File: src/rtl/amax10_qsys_nios2_gen2_oci_dct_ctrl.sv
// amax10_qsys_nios2_gen2_oci_dct_ctrl
// Packs variable-width bursts of 2-bit trace atoms into 32-bit trace-RAM words.
// A session runs from arm to test_ending. The residual partial word is flushed
// zero-padded, then test_has_ended is raised.
//
// Ports:
//   clk, reset             sole clock, synchronous active-high reset
//   arm                    pulse, starts a capture session
//   dct_valid/buffer/count up to 15 packed atoms per cycle, atom 0 in [1:0]
//   test_ending            pulse, ends the session and requests a flush
//   tw_we/tw_addr/tw_data  registered trace-RAM write port
//   busy                   high in CAPTURE or FLUSH
//   tw_full, wrapped       sticky RAM-full / pointer-wrapped flags
//   atoms_lost             sticky, a word was discarded while full
//   test_has_ended         level, session complete and flushed
//
// Configuration macro: TRACE_WRAP_EN
//   defined   -> the write pointer wraps to 0 and sets wrapped
//   undefined -> writes stop at the last address and set tw_full
module amax10_qsys_nios2_gen2_oci_dct_ctrl #(
    parameter int unsigned ADDR_W = 8
) (
    input  logic              clk,
    input  logic              reset,
    input  logic              arm,
    input  logic              dct_valid,
    input  logic [29:0]       dct_buffer,
    input  logic [3:0]        dct_count,
    input  logic              test_ending,
    output logic              tw_we,
    output logic [ADDR_W-1:0] tw_addr,
    output logic [31:0]       tw_data,
    output logic              busy,
    output logic              tw_full,
    output logic              wrapped,
    output logic              atoms_lost,
    output logic              test_has_ended
);

    localparam int unsigned ACC_W  = 62;
    localparam int unsigned FILL_W = 5;
    localparam int unsigned WORD_W = 32;
    localparam int unsigned WORD_ATOMS = 16;

    typedef enum logic [1:0] {IDLE, CAPTURE, FLUSH, DONE} state_t;

    state_t              state_q, state_d;
    logic [ACC_W-1:0]    acc_q, acc_d;
    logic [FILL_W-1:0]   fill_q, fill_d;
    logic [ADDR_W-1:0]   wp_q, wp_d;
    logic                we_d, busy_d, full_d, wrapped_d, lost_d, ended_d;
    logic [ADDR_W-1:0]   addr_d;
    logic [WORD_W-1:0]   data_d;

    logic [ACC_W-1:0]    atom_mask, new_atoms, merged;
    logic [FILL_W-1:0]   merged_fill;
    logic                emit;
    logic [WORD_W-1:0]   emit_word;

    // State and output registers
    always_ff @(posedge clk) begin
        if (reset) begin
            state_q        <= IDLE;
            acc_q          <= '0;
            fill_q         <= '0;
            wp_q           <= '0;
            tw_we          <= 1'b0;
            tw_addr        <= '0;
            tw_data        <= '0;
            busy           <= 1'b0;
            tw_full        <= 1'b0;
            wrapped        <= 1'b0;
            atoms_lost     <= 1'b0;
            test_has_ended <= 1'b0;
        end else begin
            state_q        <= state_d;
            acc_q          <= acc_d;
            fill_q         <= fill_d;
            wp_q           <= wp_d;
            tw_we          <= we_d;
            tw_addr        <= addr_d;
            tw_data        <= data_d;
            busy           <= busy_d;
            tw_full        <= full_d;
            wrapped        <= wrapped_d;
            atoms_lost     <= lost_d;
            test_has_ended <= ended_d;
        end
    end

    // Next-state, accumulator and write-port logic
    always_comb begin
        state_d   = state_q;
        acc_d     = acc_q;
        fill_d    = fill_q;
        wp_d      = wp_q;
        we_d      = 1'b0;
        addr_d    = tw_addr;
        data_d    = tw_data;
        full_d    = tw_full;
        wrapped_d = wrapped;
        lost_d    = atoms_lost;
        ended_d   = test_has_ended;
        emit      = 1'b0;
        emit_word = '0;

        // New atoms are masked to dct_count and placed just above the current fill;
        // bits above the fill level are kept zero so residual words pad with zeros.
        atom_mask   = (ACC_W'(1) << {dct_count, 1'b0}) - ACC_W'(1);
        new_atoms   = dct_valid ? ((ACC_W'(dct_buffer) & atom_mask) << {fill_q, 1'b0}) : '0;
        merged      = acc_q | new_atoms;
        merged_fill = dct_valid ? (fill_q + FILL_W'(dct_count)) : fill_q;

        case (state_q)
            IDLE, DONE: begin
                if (arm) begin
                    state_d   = CAPTURE;
                    acc_d     = '0;
                    fill_d    = '0;
                    wp_d      = '0;
                    addr_d    = '0;
                    full_d    = 1'b0;
                    wrapped_d = 1'b0;
                    lost_d    = 1'b0;
                    ended_d   = 1'b0;
                end else if (state_q == IDLE && test_ending) begin
                    state_d = DONE;
                    ended_d = 1'b1;
                end
            end
            CAPTURE: begin
                // Fill before merge is at most 15, so the merged fill never exceeds 30.
                if (merged_fill >= FILL_W'(WORD_ATOMS)) begin
                    emit      = 1'b1;
                    emit_word = merged[WORD_W-1:0];
                    acc_d     = merged >> WORD_W;
                    fill_d    = merged_fill - FILL_W'(WORD_ATOMS);
                end else begin
                    acc_d  = merged;
                    fill_d = merged_fill;
                end
                if (test_ending) begin
                    state_d = FLUSH;
                end
            end
            FLUSH: begin
                if (fill_q >= FILL_W'(WORD_ATOMS)) begin
                    emit      = 1'b1;
                    emit_word = acc_q[WORD_W-1:0];
                    acc_d     = acc_q >> WORD_W;
                    fill_d    = fill_q - FILL_W'(WORD_ATOMS);
                end else if (fill_q != '0) begin
                    emit      = 1'b1;
                    emit_word = acc_q[WORD_W-1:0];
                    acc_d     = '0;
                    fill_d    = '0;
                end else begin
                    state_d = DONE;
                    ended_d = 1'b1;
                end
            end
            default: state_d = IDLE;
        endcase

        // Word issue: write and advance the pointer, or drop it once full
        if (emit) begin
            if (tw_full) begin
                lost_d = 1'b1;
            end else begin
                we_d   = 1'b1;
                data_d = emit_word;
                addr_d = wp_q;
                wp_d   = wp_q + ADDR_W'(1);
                if (wp_q == {ADDR_W{1'b1}}) begin
`ifdef TRACE_WRAP_EN
                    wrapped_d = 1'b1;
`else
                    full_d = 1'b1;
`endif
                end
            end
        end

        busy_d = (state_d == CAPTURE) || (state_d == FLUSH);
    end

endmodule

File: config.mk
export PLATFORM = sky130hd
export DESIGN_NAME = amax10_qsys_nios2_gen2_oci_dct_ctrl
export DESIGN_NICKNAME = d
export VERILOG_FILES = /design/src/rtl/amax10_qsys_nios2_gen2_oci_dct_ctrl.sv
export SDC_FILE = /design/constraint.sdc
export NUM_CORES = 1
export LEC_CHECK = 0
export ABC_CLOCK_PERIOD_IN_PS = 3600
export CORE_ASPECT_RATIO = 1.4
export CORE_MARGIN = 10
export CORE_UTILIZATION = 58
export DETAILED_ROUTE_END_ITERATION = 12
export PLACE_DENSITY_LB_ADDON = 0.05
export SYNTH_ARGS = -nofsm -noshare
export SYNTH_HDL_FRONTEND = slang
export SYNTH_SLANG_ARGS = --single-unit
File: constraint.sdc
create_clock -name clk -period 3.6 [get_ports clk]
set_clock_uncertainty 0.05 [all_clocks]
set_input_delay 0.54 -clock clk [delete_from_list [all_inputs] [get_ports clk]]
set_output_delay 0.54 -clock clk [all_outputs]
set_load 0.01 [all_outputs]
==> metrics.yaml, run 1 <==
status: "complete, no violations"
netlist_top_cells_area: "dfxtp_1 (29%), a21oi_1 (5.6%), nor2_1 (5.3%)"
placementRows: 52
clkSinkCount: 122
crit_required_ns: 3.85
detail_route.drc_violations: 0
post_cts_resized: 0
clock_tree.buffer_depth: 2
synth.cells.most_frequent: "dfxtp_1 (122), nor2_1 (120), a21oi_1 (94), nand2_1 (91), nor3_1 (72)"
port-buffer-count: 83
share_of_cells_above_drive_strength_1_pct: 18.9
cpMostUsedCell: "buf_4"
insertion_delay_ns: 0.43
path_max_fanout: 16
max_freq_ghz: 0.290
timing.critical_path.buf_inv: 5
start_kind: "input port"
post_route_insts_no_fill: 1429
place_worst_setup_slack_ns: -0.177
largest_net_degree_at_the_start_of_global_routing: 62
crit_path_top_delay_cell: "clkdlybuf4s50_1"
start_util_pct: 58.6
yosysWarnings: 0
layout.nets: 1276
synth_top_area_share_pct: 29.0
rsz0062_at_grt: "false"
pwr_density_cell_nw_per_um2: 534
synth.net_count: 1130
worstHoldPathType: "flip-flop to flip-flop"
drtPass1Iterations: 7
ys_flop_type: "dfxtp_1"
synth.lib_cells_used.distinct: 97
maxSlewHeadroom_pct: 35.6
grt_pass1_vias: 9302
antennaDiodeCount: 0
hold_viol: 0
synth.yosys.seq_area_share_pct: 29.0
route.detailed.wl_per_inst_um: 24.4
htree_levels: 4
finalSetupViolations: 0
synthMostInstantiatedCell: "dfxtp_1"
nFillCells: 1145
crit_type: "input port to flip-flop"
maxCapViolCount: 0
worstPathArrival_ns: 3.70
place.gp.congestion: 1.03
final_min_period_over_clock_period_pct: 95.7
crit_family: "buffers and inverters"
vias_after_detailed_routing: 9889
synth_enable_flop_cells: 0
clockRootBuffer: "clkbuf_16"
hpwl_after_detailed_placement_mm: 25.7
setup_ws_ns: 0.154
synth_cells: 1081
fp.dieW_um: 122
critical_path.cell_chain: "clkdlybuf4s50_1, ha_1, inv_1, fa_1, nand2b_1, a21oi_1, buf_4, xnor2_1, o21ai_0, nand2b_1, buf_4, nor3_1, buf_4, nor3_1"
synth_seq_cells: 122
synth_area_um2: 8420
global_route.usage.total_pct: 34.0
placed_cells_incl_taps: 1397
die_y_um: 163
first_iteration_detailed_routing_drc_count: 1280
async_flop_share_pct: 0
netlist.top_cell.by_area: "dfxtp_1"
grt_first_pass_wirelength_mm: 52.9
tritoncts: "built"
route.final.wire_length_mm: 34.9
period_needed_ns: 3.45
leakage_nw: 3.85
route.detailed.vias_per_inst: 6.92
grt_antenna_before_repair: 0
postCtsSetupBuffers: 0
timing.critical_path.to_type: "flip-flop"
worst_pin_slew_ns: 0.962
cts.hold.buffers_added: 0
vdd_ir_drop_max_uv: 425
clk_pin_slew_ns: 0.07
drv_slew: 0
cts_made_buffers: 17
synthesis.area_per_instance_um2: 7.79
core_area_um2: 14400
cpPeakStageDelay_ns: 0.56
die-area_um2: 19800
count_of_nets_left_with_antenna_violations_after_detail_routing: 0
grt_overflow_total: 0
design.portCount: 85
area.growth.synth_to_final_pct: 27.5
-- cells by family (layout without fill, tap and decap cells) --
group,count (synthesis),after routing,synth area share [%]
other,1,1,0.0445
multiplexers,35,35,5.80
AND/OR/NAND/NOR,426,426,24.9
buffers and inverters,110,269,6.32
XOR/XNOR,7,7,0.817
AO/OA/AOI/OAI,370,370,31.6
adder cells (fa/ha/maj),10,10,1.58
flip-flops,122,122,29.0
-- power breakdown --
group	switching [W]	internal [W]	leakage, nW
clock	0.000725	0.00113	0.296
sequential	0.0000457	0.00141	0.984
combinational	0.00158	0.000849	2.57
-- final timing paths --
path / start / to / slack, ns / cells past startpoint
worst min register to register: acc_q[37]$_SDFFE_PP0P_ / acc_q[5]$_SDFFE_PP0P_ / 0.42 / 2
worst max-delay path: dct_count[0] / tw_data[10]$_SDFFE_PP0P_ / 0.15 / 14
worst max register to register: fill_q[2]$_SDFFE_PP0P_ / tw_data[9]$_SDFFE_PP0P_ / 0.38 / 12
worst min-delay path: acc_q[37]$_SDFFE_PP0P_ / acc_q[5]$_SDFFE_PP0P_ / 0.42 / 2
-- worst min-delay path: stages (launching register included) --
cell,delay [ns]
dfxtp_1,0.33
nand2_1,0.05
o221ai_1,0.06
-- metrics by stage --
| step | hold slack, ns | utilization, % | setup TNS (ns) | total power, W | instance area (um2) |
|---|---|---|---|---|---|
| finish | 0.416 | 74.7 | 0 | 0.00573 | 10700 |
| global route | 0.442 | 74.7 | 0 | 0.00590 | 10700 |
| floorplan | 0.375 | - | 0 | 0.00277 | 8420 |
| global placement | 0.386 | 70.3 | -1.45 | 0.00375 | 10100 |
| detailed placement | 0.398 | 70.3 | -2.59 | 0.00377 | 10100 |
| CTS | 0.413 | 74.7 | 0 | 0.00560 | 10700 |
-- flip-flops by register name, indices dropped and copies added (netlist names) --
register / flops
wp_q: 8
acc_q: 62
test_has_ended: 1
tw_we: 1
tw_data: 32
fill_q: 5
atoms_lost: 1
state_q: 2
busy: 1
tw_addr: 8
tw_full: 1
-- routing by layer --
metal | up-vias | track usage [%] | wire length [um] | part of all wire [%]
li1 | 4377 | - | - | -
met1 | 4584 | 37.9 | 12200 | 35
met2 | 723 | 54.9 | 16100 | 46
met3 | 205 | 8.22 | 3520 | 10
met4 | 0 | 25.3 | 3040 | 8.7
met5 | - | 0 | 0 | 0
-- layout make-up --
cell class	count	area (um2)	share of cell area [%]
multi-input combinational	849	5460	50.8
sequential	122	2440	22.8
timing repair buffer	218	1900	17.7
clock buffer	18	439	4.09
tap	189	236	2.20
clock inverter	14	185	1.72
inverter	19	71.3	0.664
-- cells in the final DEF (no fill, tap or decap), types with 8 or more instances in the layout --
cell | synthesis | layout
inv_1 | 14 | 14
o21a_1 | 12 | 12
nand2b_1 | 19 | 19
buf_4 | 7 | 131
a221oi_1 | 8 | 8
dfxtp_1 | 122 | 121
a22oi_1 | 14 | 14
nand3_1 | 38 | 38
a22o_1 | 11 | 11
mux2_2 | 10 | 10
a211oi_1 | 34 | 34
a21oi_1 | 94 | 94
mux4_2 | 10 | 10
clkdlybuf4s50_1 | 0 | 82
nand3b_1 | 10 | 10
o211ai_1 | 15 | 15
nor2_1 | 120 | 119
and3_1 | 14 | 14
mux2i_1 | 15 | 15
o21ai_1 | 16 | 15
ha_1 | 9 | 9
a31oi_1 | 9 | 9
o32ai_1 | 9 | 9
nand2_1 | 91 | 91
a32oi_1 | 10 | 10
nor2b_1 | 11 | 11
clkbuf_16 | 0 | 17
o21ai_0 | 41 | 41
nor3_1 | 72 | 72
Power figures use the tool's default switching activity.
==> inputs of run 2 (changes only) <==
Settings changed: ABC_CLOCK_PERIOD_IN_PS 3600 to 4200, CORE_UTILIZATION 58 to 63, HOLD_SLACK_MARGIN from default to 0.1.
Clock period 3.6 ns to 4.2 ns, I/O delays scaled along.
==> metrics.yaml, run 2 (same netlist as run 1, synthesis figures left out) <==
status: "complete, no violations"
vias_after_detailed_routing: 9583  # -3.1%
start_util_pct: 64.8  # +6.2 points
antennaDiodeCount: 0  # unchanged
fin_setup_tns_ns: 0  # unchanged
route.detailed.vias_per_inst: 7.10  # +2.6%
worstSetupStartpoint: "dct_count[0]"
place.gp.congestion: 1.07  # +3.5%
maxSlewHeadroom_pct: 41.6  # +6.1 points
start_kind: "input port"
hpwl_after_detailed_placement_mm: 23.5  # -8.3%
htree_levels: 4  # unchanged
worst_pin_slew_ns: 0.870  # -0.0925 ns
crit_type: "input port to flip-flop"
crit_required_ns: 4.51  # +0.66 ns
leakage_nw: 3.48  # -9.8%
post_route_insts_no_fill: 1350  # -5.5%
area.growth.synth_to_final_pct: 20.0
fp.dieW_um: 118  # -3.4%
period_needed_ns: 3.70
post_cts_resized: 0  # unchanged
drv_slew: 0  # unchanged
max_freq_ghz: 0.270
die-area_um2: 18500  # -6.8%
r2r_start: "fill_q[0]$_SDFFE_PP0P_"
vdd_ir_drop_max_uv: 322  # -24%
placed_cells_incl_taps: 1318  # -5.7%
global_route.usage.total_pct: 34.5  # +0.49 points
cts_made_buffers: 17  # unchanged
worstPathArrival_ns: 4.01  # +0.31 ns
layout.area.seq_um2: 2440  # unchanged
worstHoldPathType: "flip-flop to flip-flop"
clockRootBuffer: "clkbuf_16"
crit_path_top_delay_cell: "clkdlybuf4s50_1"
clk_pin_slew_ns: 0.06  # about the same
place_worst_setup_slack_ns: 0.203  # +0.380 ns
cpPeakStageDelay_ns: 0.60  # +0.04 ns
first_iteration_detailed_routing_drc_count: 1470  # +15%
route.final.wire_length_mm: 32.4  # -7.0%
postCtsSetupBuffers: 0  # unchanged
rsz0062_at_grt: "false"
cpMostUsedCell: "buf_4"
final_min_period_over_clock_period_pct: 88.1
count_of_nets_left_with_antenna_violations_after_detail_routing: 0  # unchanged
largest_net_degree_at_the_start_of_global_routing: 62  # unchanged
grt_first_pass_wirelength_mm: 51.0  # -3.4%
reg.largest.list: "acc_q (62), tw_data (32)"
setup_ws_ns: 0.500  # +0.346 ns
timing.hold.worst.start: "acc_q[48]$_SDFFE_PP0P_"
pwr_density_cell_nw_per_um2: 447  # -16%
timing.critical_path.to_type: "flip-flop"
largest-register: "acc_q"
clock_tree.buffer_depth: 2  # unchanged
layout_commonest_cell: "dfxtp_1"
share_of_cells_above_drive_strength_1_pct: 13.8  # -5.0 points
finalSetupViolations: 0  # unchanged
nFillCells: 996  # -13%
most_frequent_cells_in_the_layout: "dfxtp_1 (121), nor2_1 (119), a21oi_1 (94)"
drtPass1Iterations: 6  # -1
detail_route.drc_violations: 0  # unchanged
grt_antenna_before_repair: 0  # unchanged
largest_register_ffs: 62  # unchanged
insertion_delay_ns: 0.43  # about the same
critical_path.cell_chain: "clkdlybuf4s50_1, ha_1, inv_1, fa_1, nand2b_1, a21oi_1, xnor2_1, buf_4, nand3_1, buf_4, a21oi_1, buf_4, o21a_1, a221o_1"
grt_overflow_total: 0  # unchanged
maxCapViolCount: 0  # unchanged
die_y_um: 157  # -3.5%
placementRows: 49  # -5.8%
core_area_um2: 13000  # -9.6%
grt_pass1_vias: 9142  # -1.7%
cts.hold.buffers_added: 0  # unchanged
clkSinkCount: 122  # unchanged
port-buffer-count: 83  # unchanged
multi_input_area_um2: 5450  # about the same
tritoncts: "built"
route.detailed.wl_per_inst_um: 24.0  # -1.6%
hold_viol: 0  # unchanged
path_max_fanout: 16  # unchanged
layout.nets: 1208  # -5.3%
design.portCount: 85  # unchanged
==> run 2: cell count changes in the layout (fill, tap and decap cells not counted) <==
| cell | delta |
|---|---|
| inv_8 | -1 |
| buf_12 | -3 |
| clkinv_2 | +3 |
| inv_6 | -4 |
| clkbuf_1 | +3 |
| buf_4 | -65 |
| o21ai_2 | -1 |
| clkbuf_8 | +1 |
| bufinv_16 | -2 |
| o21ai_1 | +1 |
==> run 2: final cells by class <==
cell class / instances / area share [%]
Clock buffer: 22 / 4.59
Clock inverter: 10 / 0.929
Inverter: 19 / 0.706
Multi-Input combinational cell: 849 / 54.0
Sequential cell: 122 / 24.2
Tap cell: 178 / 2.20
Timing Repair Buffer: 150 / 13.4
==> run 2: layer usage <==
layer  vias up  wire length [um]  track usage [%]
li1       4245                 -                -
met1      4369             11100             37.4
met2       756             15100             56.3
met3       213              3560             9.94
met4         0              2700             26.5
met5         -                 0                0
==> run 2: worst paths after layout <==
kind | end | slack, ns | cells after the start
setup / recovery | acc_q[15]$_SDFFE_PP0P_ | 0.50 | 14
hold / removal | acc_q[48]$_SDFFE_PP0P_ | 0.40 | 2
setup reg to reg | acc_q[15]$_SDFFE_PP0P_ | 0.89 | 14
hold reg to reg | acc_q[48]$_SDFFE_PP0P_ | 0.40 | 2
==> run 2: where the power goes <==
part	switching, W	leakage, nW	internal (W)	total, W
sequential	0.0000359	0.984	0.00121	0.00125
clock	0.000542	0.266	0.000843	0.00139
combinational	0.00129	2.23	0.000599	0.00189
==> run 2: critical path, delay by kind of cell <==
kind / cells / cell delay (ns)
xor+xnor: 1 / 0.27
buf+inv: 5 / 1.38
compound gates: 4 / 0.86
fa+ha+maj: 2 / 0.60
simple gates: 2 / 0.26
==> run 2: per-stage QoR <==
stage	util, %	hold slack, ns	cell area, um2	total power, W
4_1_cts	77.7	0.404	10100	0.00442
3_3_place_gp	73.5	0.383	9550	0.00302
2_1_floorplan	-	0.375	8420	0.00238
5_1_grt	77.7	0.418	10100	0.00468
3_5_place_dp	73.5	0.391	9550	0.00304
6_report	77.7	0.402	10100	0.00452
==> inputs of run 3 (changes only) <==
Settings changed: ABC_AREA from default to 1, CAP_MARGIN from default to 20, PLACE_DENSITY_LB_ADDON 0.05 to 0.3.
==> metrics.yaml, run 3 <==
status: "complete, no violations"
route.detailed.wl_per_inst_um: 17.1  # -29%
setup.reg_to_reg.worst_slack_ns: 0.96  # +0.07 ns
crit_type: "input port to flip-flop"
post_route_insts_no_fill: 1531  # +13%
critical_path.cell_chain: "clkdlybuf4s50_1, buf_4, nor2_1, nand2_1, ha_1, inv_1, nand3_1, a21boi_1, nand2_1, nand3_1, nand3_1, nor2_1, o21a_1, nand2_1, nand2_1, nand2_1, nand2_1, nand2_1, a21oi_1"
share_of_cells_above_drive_strength_1_pct: 9.58  # -4.2 points
worstHoldEndpoint: "acc_q[20]$_SDFFE_PP0P_"
hpwl_after_detailed_placement_mm: 17.7  # -25%
final_min_period_over_clock_period_pct: 80.1  # -8.0 points
nFillCells: 1026  # +3.0%
crit_path_top_delay_cell: "clkdlybuf4s50_1"
grt_first_pass_wirelength_mm: 42.7  # -16%
fp.dieW_um: 117  # -0.68%
synth_top_area_share_pct: 29.5  # +0.49 points
route.detailed.vias_per_inst: 6.11  # -14%
leakage_nw: 4.06  # +17%
async_flop_share_pct: 0  # unchanged
stdcell_area_um2: 9740  # -3.6%
crit_family: "simple AND/OR/NAND/NOR gates"
rsz0062_at_grt: "false"
route.final.wire_length_mm: 26.2  # -19%
finalSetupViolations: 0  # unchanged
cts_made_buffers: 17  # unchanged
global_route.peak_usage_layer: "met2"
synth.lib_cells_used.distinct: 55  # -43%
clkSinkCount: 122  # unchanged
port-buffer-count: 83  # unchanged
largest_register_ffs: 62  # unchanged
cpPeakStageDelay_ns: 0.43  # -0.17 ns
period_needed_ns: 3.36  # -0.337 ns
grtUsageMet2_pct: 46.8  # -9.5 points
postCtsSetupBuffers: 0  # unchanged
drv_slew: 0  # unchanged
tritoncts: "built"
insertion_delay_ns: 0.43  # about the same
path_max_fanout: 6  # -10
max_freq_ghz: 0.297  # +10%
design.portCount: 85  # unchanged
hold_viol: 0  # unchanged
grt_overflow_total: 0  # unchanged
layout_commonest_cell: "nand2_1"
antennaDiodeCount: 0  # unchanged
ys_flop_type: "dfxtp_1"
vdd_ir_drop_max_uv: 380  # +18%
worst_r2r_path_depth: 17  # +3
netlist_top_cells_area: "dfxtp_1 (29%), nand2_1 (17%), a21oi_1 (7.4%)"
die-area_um2: 18200  # -1.4%
largest-register: "acc_q"
synth.cells.most_frequent: "nand2_1 (377), a21oi_1 (122), dfxtp_1 (122), o21ai_0 (108), inv_1 (102)"
pwr_density_cell_nw_per_um2: 520  # +16%
grt_pass1_vias: 8878  # -2.9%
synth.net_count: 1371  # +21%
area.growth.synth_to_final_pct: 17.6
layout.area.seq_um2: 2440  # about the same
timing.hold.worst.start: "acc_q[20]$_SDFFE_PP0P_"
clockRootBuffer: "clkbuf_16"
die_y_um: 156  # -0.72%
cpMostUsedCell: "nand2_1"
placementRows: 49  # unchanged
maxSlewHeadroom_pct: 53.2  # +12 points
holdPathStages: 2  # unchanged
grt_use_met1_pct: 33.6  # -3.9 points
drtPass1Iterations: 6  # unchanged
synth_enable_flop_cells: 0  # unchanged
vias_after_detailed_routing: 9347  # -2.5%
synth_area_um2: 8280  # -1.6%
r2r_start: "fill_q[0]$_SDFFE_PP0P_"
post_cts_resized: 0  # unchanged
synthesis.area_per_instance_um2: 6.26  # -20%
layout.nets: 1414  # +17%
clock_tree.buffer_depth: 2  # unchanged
grt.met3_usage_pct: 6.20  # -3.7 points
placed_cells_incl_taps: 1499  # +14%
global_route.usage.total_pct: 28.5  # -6.0 points
most_frequent_cells_in_the_layout: "nand2_1 (377), a21oi_1 (122), dfxtp_1 (122)"
synth_seq_cells: 122  # unchanged
reg2reg_to: "tw_data[16]$_SDFFE_PP0P_"
count_of_nets_left_with_antenna_violations_after_detail_routing: 0  # unchanged
first_iteration_detailed_routing_drc_count: 938  # -36%
core_area_um2: 12900  # -0.94%
detail_route.drc_violations: 0  # unchanged
synthMostInstantiatedCell: "nand2_1"
timing.critical_path.to_type: "flip-flop"
worst_pin_slew_ns: 0.702  # -0.168 ns
cts.hold.buffers_added: 0  # unchanged
multi_input_area_um2: 4980  # -8.6%
fin_setup_tns_ns: 0  # unchanged
place.gp.congestion: 1.03  # -3.1%
htree_levels: 4  # unchanged
start_util_pct: 64.3  # -0.46 points
clk_pin_slew_ns: 0.06  # about the same
grt_antenna_before_repair: 0  # unchanged
synth.yosys.seq_area_share_pct: 29.5  # +0.49 points
synth_cells: 1322  # +22%
detailed_place.area_um2: 9120  # -4.4%
worstPathArrival_ns: 3.66  # -0.35 ns
worstHoldPathType: "flip-flop to flip-flop"
crit_required_ns: 4.50  # about the same
reg.largest.list: "acc_q (62), tw_data (32)"
timing.critical_path.buf_inv: 3  # -2
maxCapViolCount: 0  # unchanged
largest_net_degree_at_the_start_of_global_routing: 55  # -11%
start_kind: "input port"
yosysWarnings: 0  # unchanged
netlist.top_cell.by_area: "dfxtp_1"
## run 3: cell types whose count changed after synthesis, sizes merged, moves of 51 or more
| cell | change |
|---|---|
| inv | +96 |
| nand2 | +298 |
| nand3 | +68 |
| nor2 | -51 |
| nor3 | -69 |
| o21ai | +92 |
## run 3: cell families after synthesis
logic type,Yosys count,synth area share (%)
other cells,1,0.0453
xor+xnor,8,0.846
fa+ha+maj,10,1.60
flops,122,29.5
simple gates,613,32.7
buf+inv,209,10.3
mux,6,0.725
compound gates,353,24.3
## run 3: final cells by class
type / instances / share of cell area, %
sequential: 122 / 25.1
multi-input combinational: 991 / 51.2
tap: 153 / 1.97
timing repair buffer: 114 / 10.9
clock inverter: 15 / 1.93
clock buffer: 17 / 4.37
inverter: 119 / 4.59
## run 3: stage by stage
step / setup WS, ns / total power (W) / utilization (%) / hold slack (ns)
2_1_floorplan: 1.35 / 0.00283 / - / 0.395
3_3_place_gp: 0.519 / 0.00341 / 70.9 / 0.402
3_5_place_dp: 0.476 / 0.00344 / 70.9 / 0.406
4_1_cts: 0.890 / 0.00499 / 75.6 / 0.415
5_1_grt: 0.565 / 0.00531 / 75.6 / 0.432
6_report: 0.837 / 0.00506 / 75.6 / 0.414
## run 3: worst min-delay path, stage by stage, from the launching register on
cell and delay, ns:
dfxtp_1 0.31, nand2_1 0.06, a21oi_1 0.05
## run 3: power breakdown
part / leakage, nW / switching [W] / total, W / internal, W
sequential: 0.985 / 0.0000533 / 0.00130 / 0.00124
combinational: 2.78 / 0.00156 / 0.00221 / 0.000652
clock: 0.297 / 0.000607 / 0.00155 / 0.000946
total: 4.06 / 0.00222 / 0.00506 / 0.00284
## run 3: layer usage
metal	vias to the layer above	wire length [um]
met3	116	2730
met2	559	12200
met4	0	1190
met5	-	0
met1	4186	10100
li1	4486	-
## run 3: worst max path at each step
| stage | end | cells after the start | from |
|---|---|---|---|
| final | acc_q[4]$_SDFFE_PP0P_ | 19 | dct_count[0] |
| after global routing | acc_q[4]$_SDFFE_PP0P_ | 19 | dct_count[0] |
| after CTS | acc_q[4]$_SDFFE_PP0P_ | 19 | dct_count[0] |
| after detailed placement | acc_q[4]$_SDFFE_PP0P_ | 19 | dct_count[0] |
| after global placement | acc_q[4]$_SDFFE_PP0P_ | 19 | dct_count[0] |
| after floorplan | tw_addr[1]$_SDFF_PP0_ | 18 | fill_q[1]$_SDFFE_PP0P_ |
